<file path="src/rtl/toggle_cover_detector.sv">
// Toggle-coverage front end: per-bit one-cycle valid pulses when a bit has seen both edges.
// Optional macro TOGGLE_COVER_REPEAT_EN: pulse valid on every observed transition instead of once.
module toggle_cover_detector #(
  parameter int unsigned WIDTH = 39,
  localparam int unsigned CW = $clog2(WIDTH + 1)
) (
  input  logic             clock,
  input  logic             reset,
  input  logic [WIDTH-1:0] sig,
  input  logic             enable,
  input  logic             clear,
  output logic [WIDTH-1:0] valid,
  output logic [CW-1:0]    covered_count,
  output logic             all_covered
);

  typedef enum logic {UNPRIMED, ACTIVE} state_t;

  state_t           state, state_next;
  logic [WIDTH-1:0] prev, prev_next;
  logic [WIDTH-1:0] seen_rise, seen_rise_next;
  logic [WIDTH-1:0] seen_fall, seen_fall_next;
  logic [WIDTH-1:0] covered, covered_next;
  logic [WIDTH-1:0] valid_next;
  logic [WIDTH-1:0] rise, fall;
  logic [CW-1:0]    count_next;
  logic             all_next;

  // State and registered outputs
  always_ff @(posedge clock) begin
    if (!reset) begin
      state         <= UNPRIMED;
      prev          <= '0;
      seen_rise     <= '0;
      seen_fall     <= '0;
      covered       <= '0;
      valid         <= '0;
      covered_count <= '0;
      all_covered   <= 1'b0;
    end else begin
      state         <= state_next;
      prev          <= prev_next;
      seen_rise     <= seen_rise_next;
      seen_fall     <= seen_fall_next;
      covered       <= covered_next;
      valid         <= valid_next;
      covered_count <= count_next;
      all_covered   <= all_next;
    end
  end

  // Next-state: the first enabled edge after UNPRIMED only loads prev, so stale values never compare
  always_comb begin
    state_next     = state;
    prev_next      = prev;
    seen_rise_next = seen_rise;
    seen_fall_next = seen_fall;
    covered_next   = covered;
    valid_next     = '0;
    rise           = '0;
    fall           = '0;

    if (clear) begin
      state_next     = UNPRIMED;
      prev_next      = sig;
      seen_rise_next = '0;
      seen_fall_next = '0;
      covered_next   = '0;
    end else if (!enable) begin
      state_next = UNPRIMED;
    end else if (state == UNPRIMED) begin
      state_next = ACTIVE;
      prev_next  = sig;
    end else begin
      rise           = ~prev & sig;
      fall           = prev & ~sig;
      prev_next      = sig;
      seen_rise_next = seen_rise | rise;
      seen_fall_next = seen_fall | fall;
      covered_next   = seen_rise_next & seen_fall_next;
`ifdef TOGGLE_COVER_REPEAT_EN
      valid_next     = rise | fall;
`else
      valid_next     = covered_next & ~covered;
`endif
    end

    count_next = '0;
    for (int i = 0; i < int'(WIDTH); i++) begin
      count_next = count_next + CW'(covered_next[i]);
    end
    all_next = (count_next == CW'(WIDTH));
  end

endmodule

</file>
<file path="config.mk">
export PLATFORM = sky130hd
export DESIGN_NAME = toggle_cover_detector
export DESIGN_NICKNAME = d
export VERILOG_FILES = /design/src/rtl/toggle_cover_detector.sv
export SDC_FILE = /design/constraint.sdc
export NUM_CORES = 1
export LEC_CHECK = 0
export CAP_MARGIN = 20
export CORE_MARGIN = 2
export CORE_UTILIZATION = 40
export DETAILED_ROUTE_END_ITERATION = 12
export RECOVER_POWER = 100
export REMOVE_ABC_BUFFERS = 1
export SYNTH_ARGS = -nofsm -noshare
export SYNTH_HDL_FRONTEND = slang
export SYNTH_SLANG_ARGS = --single-unit
</file>
<file path="constraint.sdc">
create_clock -name clock -period 7.93 [get_ports clock]
set_input_delay 1.586 -clock clock [delete_from_list [all_inputs] [get_ports clock]]
set_output_delay 1.586 -clock clock [all_outputs]
set_load 0.005 [all_outputs]
</file>
Word level (Yosys, flattened, before mapping)
Index checks and enable logic that the tools add are counted.
{"block": "word_totals", "register_bits": 203, "output_inout_bits": 46}
{"block": "classes", "n_eq_ne": 1, "n_bitwise": 12, "n_addsub": 38, "n_reduce_logical": 4, "muxes": 6}
{"operator": "6-bit by 1-bit adder with 6-bit output", "n": 33}
{"operator": "39-bit 2-to-1 mux", "n": 5}
{"operator": "39-bit bitwise AND", "n": 4}
{"operator": "39-bit NOT", "n": 3}
{"operator": "39-bit OR", "n": 2}
{"operator": "5-bit by 1-bit adder with 6-bit output", "n": 1}
{"operator": "6-bit == test (second input constant)", "n": 1}
{"operator": "4-bit by 1-bit adder with 5-bit output", "n": 1}
{"operator": "3-bit by 1-bit adder with 4-bit output", "n": 1}
{"operator": "4-bit OR reduction", "n": 1}
{"operator": "2-bit by 1-bit adder with 3-bit output", "n": 1}
{"operator": "1-bit NOT", "n": 3}
{"operator": "1-bit by 1-bit adder with 2-bit output", "n": 1}
{"operator": "2-bit AND reduction", "n": 1}
{"operator": "2-bit nonzero test", "n": 1}
{"operator": "2-bit OR reduction", "n": 1}
{"operator": "1-bit 2-to-1 mux", "n": 1}

Logic depth before layout (Yosys ltp)
{"block": "depth", "depth_word": 46, "mapped_depth": 22, "ltp_nobuf": 19}

Least setup slack after synthesis
No wires, ideal clock.
{"block": "synth_timing", "kind": "input port to flip-flop", "from": "in enable", "to": "reg covered_count[4]", "t_required_ps": 7815, "cell_stages": 22, "arrival_time_ps": 7024, "slack_ps": 791, "path_cell_list": "and2_1 > buf_4 > buf_8 > buf_6 > nor2_1 > a31oi_1 > and2b_1 > fa_1 > inv_1 > fa_1 > fa_1 > fa_1 > fa_1 > fa_1 > fa_1 > fa_1 > inv_1 > fa_1 > a21o_1 > a21oi_1 > xnor2_1 > and2_1"}
{"block": "synth_via", "word_cells_on_any_way": 40, "classes_between": "add/sub: 38; mux: 2"}
{"element": "start, declared", "line_no": "10", "source": "input logic enable,"}
{"element": "39-bit 2-to-1 mux", "line_no": "69", "source": "end else if (!enable) begin"}
{"element": "39-bit 2-to-1 mux", "line_no": "63", "source": "if (clear) begin"}
{"element": "net covered_next[7]", "line_no": "23", "source": "logic [WIDTH-1:0] covered, covered_next;"}
{"element": "6-bit by 1-bit adder with 6-bit output (32 in a row)", "line_no": "90", "source": "count_next = count_next + CW'(covered_next[i]);"}
{"element": "end signal, assigned", "line_no": "47", "source": "covered_count <= count_next;"}
{"element": "end, declared", "line_no": "13", "source": "output logic [CW-1:0] covered_count,"}
The timed path passes the listed nets, and every way through them passes these cells.
A chain may end at the register's enable or synchronous reset.

Final worst setup path
{"block": "layout_timing", "from": "in enable", "to": "reg covered_count[4]"}
{"block": "layout_via", "elab_chain_cells": 40}
{"element": "39-bit 2-to-1 mux *", "line_no": "69"}
{"element": "39-bit 2-to-1 mux *", "line_no": "63"}
{"element": "1-bit by 1-bit adder with 2-bit output", "line_no": "90"}
{"element": "2-bit by 1-bit adder with 3-bit output", "line_no": "90"}
{"element": "3-bit by 1-bit adder with 4-bit output", "line_no": "90"}
{"element": "4-bit by 1-bit adder with 5-bit output", "line_no": "90"}
{"element": "5-bit by 1-bit adder with 6-bit output", "line_no": "90"}
{"element": "6-bit by 1-bit adder with 6-bit output (32 in a row)", "line_no": "90"}
{"element": "6-bit by 1-bit adder with 6-bit output *", "line_no": "90"}
Every way passes the cells marked *; elsewhere a longest branch is shown, timed or not.

==> impl_metrics.env <==
export IMPL_rows=54
export IMPL_rr_startpoint="state"
export IMPL_timing_rr_end="covered_count[4]"
export IMPL_setup_violations=0
export IMPL_clock_latency_ps=500
export IMPL_worst_slack_ps=592.2
export IMPL_antennaDiodeCount=0
export IMPL_grt_overflow=0
export IMPL_layout_drive_gt1_share_pct=4.825
export IMPL_crit_path_max_fanout=27
export IMPL_ir_drop_mv=0.1216
export IMPL_crit_type="in2reg"
export IMPL_slew_headroom_pct=-96.98
export IMPL_worst_pin_slew_ps=2955
export IMPL_hold_buffers=0
export IMPL_violations="capacitance limit, slew limit"
export IMPL_synth_area_leader_cell="dfxtp_1"
export IMPL_htreeDepth=1
export IMPL_max_stage_delay_ps=560
export IMPL_finalCritPeriodShare_pct=92.53
export IMPL_grt_antenna_before_repair=0
export IMPL_grt_usage_pct=16.33
export IMPL_drc=0
export IMPL_clock_sinks=203
export IMPL_cts_root_buffer="clkbuf_16"
export IMPL_setup_worst_path_start_class="primary input"
export IMPL_start_util_pct=40.33
export IMPL_hold_depth=1
export IMPL_synthTopCellsByArea="dfxtp_1 47%, fa_1 6.9%, nor2b_1 5.7%, nor2_1 5.2%, nand2_1 5.1%"
export IMPL_postLayoutCoreUtil_pct=48.58
export IMPL_seqCellArea_um2=4064
export IMPL_cp_slowest_cell="dlygate4sd3_1"
export IMPL_end_kind="flip-flop"
export IMPL_finalMaxSlewViolations=167
export IMPL_route_layer_met1_wl_mm=9.192
export IMPL_synthToLayoutAreaGrowth_pct=20.46
export IMPL_totalWireLength_mm=18.53
export IMPL_cts_buffers=22
export IMPL_synth_seq_area_share_pct=46.61
export IMPL_synthCells=966
export IMPL_final_area_um2=10500
export IMPL_place_area_um2=9768
export IMPL_ios=89
export IMPL_fin_nets=1125
export IMPL_period_minus_slack_ps=7338
export IMPL_clkTransAtPathRegs_ps=60
export IMPL_wl_per_cell_um=13.86
export IMPL_drt_iter0_drc=217
export IMPL_cts_tree="yes"
export IMPL_syn_mean_instance_area_um2=9.027
export IMPL_dp_hpwl_mm=12.08
export IMPL_pwr_density_cell_nw_per_um2=224.2
export IMPL_power_uw=2355
export IMPL_synth_top_area_share_pct=46.61
export IMPL_core_area_um2=21620
export IMPL_path_cells="dlygate4sd3_1 > and2_4 > buf_12 > buf_4 > nor2_1 > a31oi_1 > nand2b_1 > fa_1 > fa_1 > fa_1 > fa_1 > fa_1 > fa_1 > fa_1 > fa_1 > inv_1 > fa_1 > a21o_1 > a21oi_1 > xnor2_1 > and2_0"
export IMPL_critical_path_required_ps=8320
export IMPL_fmax_mhz=136.3
export IMPL_die_area_um2=23000
export IMPL_synth_seq_cells=203
export IMPL_die_h_um=151.6
export IMPL_vias=6409
export IMPL_multi_input_area_um2=4205
export IMPL_min_to="valid[8]"
export IMPL_grt_max_degree=47
export IMPL_reg2regPathDepth=20
export IMPL_ys_warn_count=0
export IMPL_routed_top_layer="met4"
export IMPL_run_status="finished with violations"
export IMPL_cp_arrival_ps=7730
export IMPL_vias_per_cell=4.794
export IMPL_r2r_slack_ps=1950
export IMPL_die_w_um=151.6
export IMPL_min_path_type="reg2reg"
export IMPL_met2WireLength_mm=8.396
export IMPL_clock_tree_buffer_depth=3
export IMPL_p_leak_uw=0.004066
export IMPL_post_cts_buffers=0
export IMPL_min_from="covered[8]"
export IMPL_nFillCells=2095
export IMPL_grt_pass1_wl_mm=30.18
export IMPL_place_ws_ps=160.4
export IMPL_grt_pass1_vias=6182
export IMPL_cp_common_cell="fa_1"
export IMPL_maxCapViolCount=3
export IMPL_ctsResizeCount=0
export IMPL_dpl_cell_count=1297
export IMPL_ant_nets=0
export IMPL_skew_ps=8.370
export IMPL_wl_met3_um=660
export IMPL_synth_area_um2=8720
export IMPL_rsz0062_at_grt="no"
export IMPL_gp_congestion=0.7677
export IMPL_port_buffers=88
export IMPL_drtPass1Iterations=5
export IMPL_final_cells=1337
export IMPL_synth_cell_type_count=31
export IMPL_finalHoldViolations=0
## sequential cells by signal, indices dropped and copies added (netlist names)
register	cells
seen_rise	39
valid	39
covered_count	6
covered	39
prev	39
state	1
all_covered	1
seen_fall	39
## cell families after synthesis
logic type,after synthesis,synth area share (%)
flops,203,46.61
simple gates,408,22.64
buf+inv,71,4.778
compound gates,241,17.31
fa+ha+maj,41,8.466
xor+xnor,2,0.2009
## power by group
part	switching [uW]	internal [uW]
combinational	102	88.6
sequential	11.2	1040
clock	412	699
total	525	1830
## how the worst max path moves through the flow
stage	from	to	slack [ps]
floorplan	enable	covered_count[4]	-1510
global placement	enable	covered_count[4]	220
detailed placement	enable	covered_count[4]	160
CTS	enable	covered_count[4]	690
global route	enable	covered_count[4]	250
finish	enable	covered_count[4]	590
## routing by layer
layer,global-route usage [%],vias up
met1,22.13,2935
met5,0,-
met4,3.611,0
met2,27.68,96
li1,-,3352
met3,2.365,26
## synthesized netlist by cell type
library cell  number
xor2_1             1
buf_8              1
xnor2_1            1
a31oi_1           39
nor2_1           120
a211oi_1          30
a21oi_1           81
nand3b_1           1
or2_2              1
buf_6             15
a21boi_0          39
nand2b_1          29
and2b_1           11
fa_1              30
and2b_2            1
nand2_2            1
inv_1             19
o21ai_0           40
ha_1              11
and2_1            44
dfxtp_1          203
or3_1              1
and3b_1            1
a211oi_2          10
buf_2             12
nand2_1          119
buf_4              3
nor2b_1           79
clkbuf_1          21
a21o_1             1
o2111ai_1          1
## layout by cell type (no fill, tap or decap), types with 3 or more instances in the layout
cell,synthesis,routed
clkdlybuf4s50_1,0,39
fa_1,30,30
and2_0,0,12
nor2_1,120,119
o21ai_0,40,40
inv_1,19,19
clkbuf_16,0,23
nand2b_1,29,29
clkinv_2,0,3
buf_12,0,3
nand2_1,119,120
nor2b_1,79,79
buf_4,3,9
bufinv_16,0,4
dlygate4sd3_1,0,49
a31oi_1,39,39
dfxtp_1,203,203
ha_1,11,11
a21boi_0,39,39
and2b_1,11,12
a211oi_1,30,38
clkbuf_1,21,8
clkbuf_8,0,4
a21oi_1,81,81
and2_1,44,31
## stage by stage
step | hold WS [ps] | setup TNS [ps]
after floorplan | 394.3 | -8346
after global placement | 402.3 | 0
after detailed placement | 409.8 | 0
after CTS | 418.3 | 0
after global routing | 427.9 | 0
final | 415.9 | 0
## layout make-up
type	count	share of cell area, %
Multi-Input combinational cell	692	40.04
Sequential cell	203	38.69
Timing Repair Buffer	103	9.708
Clock buffer	32	6.182
Tap cell	280	3.335
Clock inverter	8	1.370
Inverter	19	0.6790
## critical path, delay by kind of cell
kind | cells | cell delay [ps]
adder cells (fa/ha/maj) | 9 | 3950
XOR/XNOR | 1 | 100
AO/OA/AOI/OAI | 3 | 530
AND/OR/NAND/NOR | 4 | 550
buffers and inverters | 4 | 1000
No activity file was read; power rests on OpenSTA's default activity.
